`src/rtl/pipeline_stall_ctrl_pkg.sv`:
```
// Shared definitions for the pipeline hazard/stall controller: state encoding,
// default register-index width and the enable/flush bundle used by the core top level.
package pipeline_ctrl_pkg;

  localparam int REG_W_DEF = 5;

  localparam logic [1:0] ST_RUN  = 2'd0;
  localparam logic [1:0] ST_WAIT = 2'd1;
  localparam logic [1:0] ST_ERR  = 2'd2;

  typedef struct packed {
    logic pc_en;
    logic if_id_en;
    logic id_ex_en;
    logic ex_mem_en;
    logic mem_wb_en;
    logic if_id_flush;
    logic id_ex_flush;
    logic ex_mem_flush;
    logic pc_sel_branch;
  } pipe_ctrl_t;

  localparam pipe_ctrl_t CTRL_RUN    = pipe_ctrl_t'(9'b1_1111_0000);
  localparam pipe_ctrl_t CTRL_HOLD   = pipe_ctrl_t'(9'b0_0000_0000);
  localparam pipe_ctrl_t CTRL_BRANCH = pipe_ctrl_t'(9'b1_1111_1111);
  localparam pipe_ctrl_t CTRL_BUBBLE = pipe_ctrl_t'(9'b0_0111_0100);

endpackage

```
`src/rtl/pipeline_stall_ctrl_sat_counter.sv`:
```
// Saturating up-counter with synchronous clear; holds at all-ones instead of wrapping.
module sat_counter #(
  parameter int W = 32
) (
  input  logic         clk,
  input  logic         clr,
  input  logic         inc,
  output logic [W-1:0] cnt
);

  logic [W-1:0] r_cnt;

  // count up on inc, stick at all-ones
  always_ff @(posedge clk) begin
    if (clr) begin
      r_cnt <= '0;
    end else if (inc && (r_cnt != {W{1'b1}})) begin
      r_cnt <= r_cnt + W'(1);
    end
  end

  assign cnt = r_cnt;

endmodule

```
`src/rtl/pipeline_stall_ctrl.sv`:
```
// Hazard/stall controller: combinational enables/flushes for PC and pipeline
// registers, RUN/WAIT/ERR memory-wait FSM with watchdog, stall/flush counters.
module pipeline_stall_ctrl
  import pipeline_ctrl_pkg::*;
#(
  parameter int REG_W        = REG_W_DEF,
  parameter int CNT_W        = 32,
  parameter int WAIT_TIMEOUT = 255
) (
  input  logic             clk,
  input  logic             rst,
  input  logic [REG_W-1:0] id_rs1,
  input  logic [REG_W-1:0] id_rs2,
  input  logic             id_uses_rs2,
  input  logic             id_ex_memread,
  input  logic [REG_W-1:0] id_ex_rd,
  input  logic             branch_taken,
  input  logic             mem_req,
  input  logic             mem_ready,
  output logic             pc_en,
  output logic             if_id_en,
  output logic             id_ex_en,
  output logic             ex_mem_en,
  output logic             mem_wb_en,
  output logic             if_id_flush,
  output logic             id_ex_flush,
  output logic             ex_mem_flush,
  output logic             pc_sel_branch,
  output logic             mem_timeout,
  output logic [CNT_W-1:0] stall_cnt,
  output logic [CNT_W-1:0] flush_cnt
);

  logic [1:0]  r_state;
  logic [1:0]  w_state_nxt;
  logic [15:0] r_wait_cnt;
  logic [15:0] w_wait_nxt;
  logic        r_mem_timeout;
  logic        w_trip;
  logic        w_memwait;
  logic        w_loaduse;
  pipe_ctrl_t  w_ctrl;

  assign w_memwait = mem_req & ~mem_ready;
  // x0 never carries a dependency, so rd==0 cannot stall
  assign w_loaduse = id_ex_memread && (id_ex_rd != '0) &&
                     ((id_ex_rd == id_rs1) || (id_uses_rs2 && (id_ex_rd == id_rs2)));

  // hazard priority and next-state decode; a completed wait is evaluated like RUN
  always_comb begin
    w_ctrl      = CTRL_RUN;
    w_state_nxt = r_state;
    w_wait_nxt  = r_wait_cnt;
    w_trip      = 1'b0;
    case (r_state)
      ST_RUN, ST_WAIT: begin
        if (w_memwait) begin
          w_ctrl     = CTRL_HOLD;
          w_wait_nxt = (r_state == ST_RUN) ? 16'd1 : (r_wait_cnt + 16'd1);
          if (w_wait_nxt >= 16'(WAIT_TIMEOUT)) begin
            w_state_nxt = ST_ERR;
            w_trip      = 1'b1;
          end else begin
            w_state_nxt = ST_WAIT;
          end
        end else begin
          w_state_nxt = ST_RUN;
          w_wait_nxt  = 16'd0;
          if (branch_taken) begin
            w_ctrl = CTRL_BRANCH;
          end else if (w_loaduse) begin
            w_ctrl = CTRL_BUBBLE;
          end else begin
            w_ctrl = CTRL_RUN;
          end
        end
      end
      ST_ERR: begin
        w_ctrl      = CTRL_HOLD;
        w_state_nxt = ST_ERR;
      end
      default: begin
        w_ctrl      = CTRL_HOLD;
        w_state_nxt = ST_ERR;
        w_trip      = 1'b1;
      end
    endcase
  end

  // state, wait counter and sticky watchdog flag
  always_ff @(posedge clk) begin
    if (rst) begin
      r_state       <= ST_RUN;
      r_wait_cnt    <= 16'd0;
      r_mem_timeout <= 1'b0;
    end else begin
      r_state       <= w_state_nxt;
      r_wait_cnt    <= w_wait_nxt;
      r_mem_timeout <= r_mem_timeout | w_trip;
    end
  end

  sat_counter #(.W(CNT_W)) u_stall_cnt (
    .clk (clk),
    .clr (rst),
    .inc (~w_ctrl.pc_en),
    .cnt (stall_cnt)
  );

  sat_counter #(.W(CNT_W)) u_flush_cnt (
    .clk (clk),
    .clr (rst),
    .inc (w_ctrl.pc_sel_branch),
    .cnt (flush_cnt)
  );

  assign pc_en         = w_ctrl.pc_en;
  assign if_id_en      = w_ctrl.if_id_en;
  assign id_ex_en      = w_ctrl.id_ex_en;
  assign ex_mem_en     = w_ctrl.ex_mem_en;
  assign mem_wb_en     = w_ctrl.mem_wb_en;
  assign if_id_flush   = w_ctrl.if_id_flush;
  assign id_ex_flush   = w_ctrl.id_ex_flush;
  assign ex_mem_flush  = w_ctrl.ex_mem_flush;
  assign pc_sel_branch = w_ctrl.pc_sel_branch;
  assign mem_timeout   = r_mem_timeout;

endmodule

```
`config.mk`:
```
export PLATFORM = sky130hd
export DESIGN_NAME = pipeline_stall_ctrl
export DESIGN_NICKNAME = d
export VERILOG_FILES = /design/src/rtl/pipeline_stall_ctrl_pkg.sv /design/src/rtl/pipeline_stall_ctrl_sat_counter.sv /design/src/rtl/pipeline_stall_ctrl.sv
export SDC_FILE = /design/constraint.sdc
export NUM_CORES = 1
export LEC_CHECK = 0
export ABC_AREA = 1
export CORE_ASPECT_RATIO = 1.25
export CORE_MARGIN = 10
export CORE_UTILIZATION = 40
export CTS_BUF_LIST = sky130_fd_sc_hd__clkbuf_4 sky130_fd_sc_hd__clkbuf_8
export DETAILED_ROUTE_END_ITERATION = 10
export GPL_ROUTABILITY_DRIVEN = 0
export PLACE_DENSITY = 0.66
export SYNTH_ARGS = -nofsm -noshare
export SYNTH_HDL_FRONTEND = slang
export SYNTH_SLANG_ARGS = --single-unit
```
`constraint.sdc`:
```
create_clock -name clk -period 1.8 [get_ports clk]
set_input_delay 0.27 -clock clk [delete_from_list [all_inputs] [get_ports clk]]
set_output_delay 0.27 -clock clk [all_outputs]
set_load 0.05 [all_outputs]
```
==> results.txt <==
status: complete, but fails checks
failing checks: negative setup slack
Worst R2R Setup Slack: -8 ps
gr usage total: 0.186
fraction of layout cells with a size suffix above 1: 0.361
Max Fclk: 553 MHz
largest net degree at the start of global routing: 49
Mapped Area: 0.00538 sq mm
Placed Cells: 1219
Least-Margin Pin Slew: 501 ps
initial antenna violation count: 0
Clock Path Buffers: 2
Cells after Synth: 859
RSZ-0062 raised after global routing: yes
post-route insts no fill: 1256
min cycle time layout: 1810 ps
fin crit share: 1.00
Post-synth EDFFs: 0
Initial Util: 0.407
post-route setup TNS: -20.3 ps
Detailed Route WL: 19.1 mm
Port Buffers: 95
Vias: 6639
Synth top area share: 0.309
CTS root buffer: clkbuf_8
Slew Viols, Final: 0
TritonCTS clock tree: done
vias in the first global route: 6087
LEAKAGE: 3.56 nW
core area: 0.0132 sq mm
final net count: 1105
clock slew at reported path FFs: 90 ps
cts hold-fix bufs: 0
clk_lat worst skew: 370 ps
Synth Net Count: 884
DP Worst Slack: -250 ps
full die area: 0.0185 sq mm
syn_area_per_cell: 6.26 sq um
drt first pass iters: 5
pwr/cell area: 458 mW/mm^2
Min-Delay Path Class: in -> reg
register area share after synthesis: 0.309
Die Span X: 124 um
Iter 0 DRT Violations: 507
ANT nets after route: 0
WP data required: 2100 ps
Synth Register Bits: 83
Netlist cell types: 39
Rel. slew slack: 0.668
Max Cap Viol: 0
Data arrival, critical path: 2110 ps
Max VDD drop: 0.301 mV
CTS Buf Count: 9
Worst setup SP type: register
Rows: 47
Die H: 150 um
ys async rst share: 0
synth-to-layout area growth: 56.3%
area leader, netlist: dfxtp_1
Antenna Cells: 0
Worst Slack Setup Final: -8.13 ps
Main synth FF type: dfxtp_1
global-route wire length before repair: 28.5 mm
Final Hold Fails: 0
Clock Sinks: 83
Detailed Place HPWL: 13.7 mm
routed len/inst: 15.2 um
Worst Skew: 17.9 ps
I/O pins: 96
vias per cell: 5.29
kind of critical path: reg -> reg
final hold slack: 385 ps
YS warnings: 0
fin util: 0.636
H-Tree Level Count: 3
CP Capture Type: register
DRC violations left: 0
top post-synthesis cells by area: dfxtp_1, nand2_1, nor2_1
final setup fails: 5
grt ovf: 0
Worst Path Max Fanout: 6
[Yosys cell counts, types with 8 or more instances]
cell type / n
nor3_1: 27
inv_1: 77
nand3b_1: 9
nand3_1: 53
o32ai_1: 8
nand4_1: 50
nand2_1: 264
a21oi_1: 59
o21ai_0: 14
xnor2_1: 10
xor2_1: 29
dfxtp_1: 83
clkbuf_1: 16
nor2_1: 107
[final timing paths]
kind,from,endpoint,cells past startpoint
worst max-delay path,u_stall_cnt.cnt[0]$_SDFFE_PP0P_,u_stall_cnt.cnt[19]$_SDFFE_PP0P_,12
worst min-delay path,rst,u_flush_cnt.cnt[7]$_SDFFE_PP0P_,3
worst max register to register,u_stall_cnt.cnt[0]$_SDFFE_PP0P_,u_stall_cnt.cnt[19]$_SDFFE_PP0P_,12
worst min register to register,mem_timeout$_SDFF_PP0_,mem_timeout$_SDFF_PP0_,2
[stage by stage]
stage	power [mW]	instance area (sq um)
floorplan	2.18	5560
detailed placement	2.44	7500
CTS	3.80	7740
global route	3.99	8410
finish	3.85	8410
global placement	2.43	7500
[placed cells by master (no fill, tap or decap), types with 10 or more instances in the layout]
cell / instances
a21oi_1: 38
a21oi_2: 21
dfxtp_2: 30
nor2_1: 92
nand4_1: 50
xor2_1: 29
buf_4: 184
dlygate4sd2_1: 13
nand2_4: 15
buf_6: 10
nor2_2: 12
dfxtp_1: 46
inv_1: 71
xnor2_1: 10
buf_12: 19
nand3_1: 48
nor3_1: 19
nand2_1: 229
nand2_2: 22
[state kept, by name, summed over array words and instances, names as in the netlist]
| register | flops |
|---|---|
| u_stall_cnt.cnt | 32 |
| u_flush_cnt.cnt | 32 |
| r_state | 2 |
| r_wait_cnt | 16 |
| mem_timeout | 1 |
[cells by family after synthesis]
| group | synth area share |
|---|---|
| flops | 0.309 |
| simple gates | 0.439 |
| fa+ha+maj | 0.00698 |
| xor+xnor | 0.0635 |
| compound gates | 0.0914 |
| buf+inv | 0.0905 |
[report_power, final]
part	internal (mW)	switching [mW]	leakage [nW]
registers	1.84	0.00879	0.690
logic	0.278	0.342	2.77
clock network	0.666	0.721	0.0938
total	2.78	1.07	3.56
[per-layer routing]
layer / up-vias / part of all wire / global-route usage
met5: - / 0 / 0
met4: 0 / 0.024 / 0.0595
met3: 44 / 0.077 / 0.0407
met2: 282 / 0.49 / 0.313
met1: 3034 / 0.41 / 0.229
li1: 3279 / - / -
[critical path, stage by stage (launching register included)]
cell and delay [ps]:
dfxtp_4 370, ha_4 150, nand2_2 60, nor2_2 90, nand2_2 70, nor2_2 70, nand2_1 70, nor2_2 140
nand4_4 130, nand3_4 210, clkbuf_16 210, nand2_4 50, a21oi_2 120
[area by class of cell]
| cell class | instances | area [sq um] |
|---|---|---|
| Sequential cell | 83 | 1730 |
| Inverter | 80 | 315 |
| Clock buffer | 11 | 139 |
| Fill cell | 1151 | 4820 |
| Tap cell | 171 | 214 |
| Timing Repair Buffer | 242 | 2210 |
| Clock inverter | 5 | 53.8 |
| Multi-Input combinational cell | 664 | 3750 |
[timing repair]
item | CTS | global route
endpoints found under the setup margin | 25 | 70
endpoints found under the hold margin | 0 | 0
gates cloned | 1 | 6
gates resized for setup | 36 | 135
buffers inserted | 4 | 13
pin swaps | 18 | 38
(Power assumes the default switching activity.)
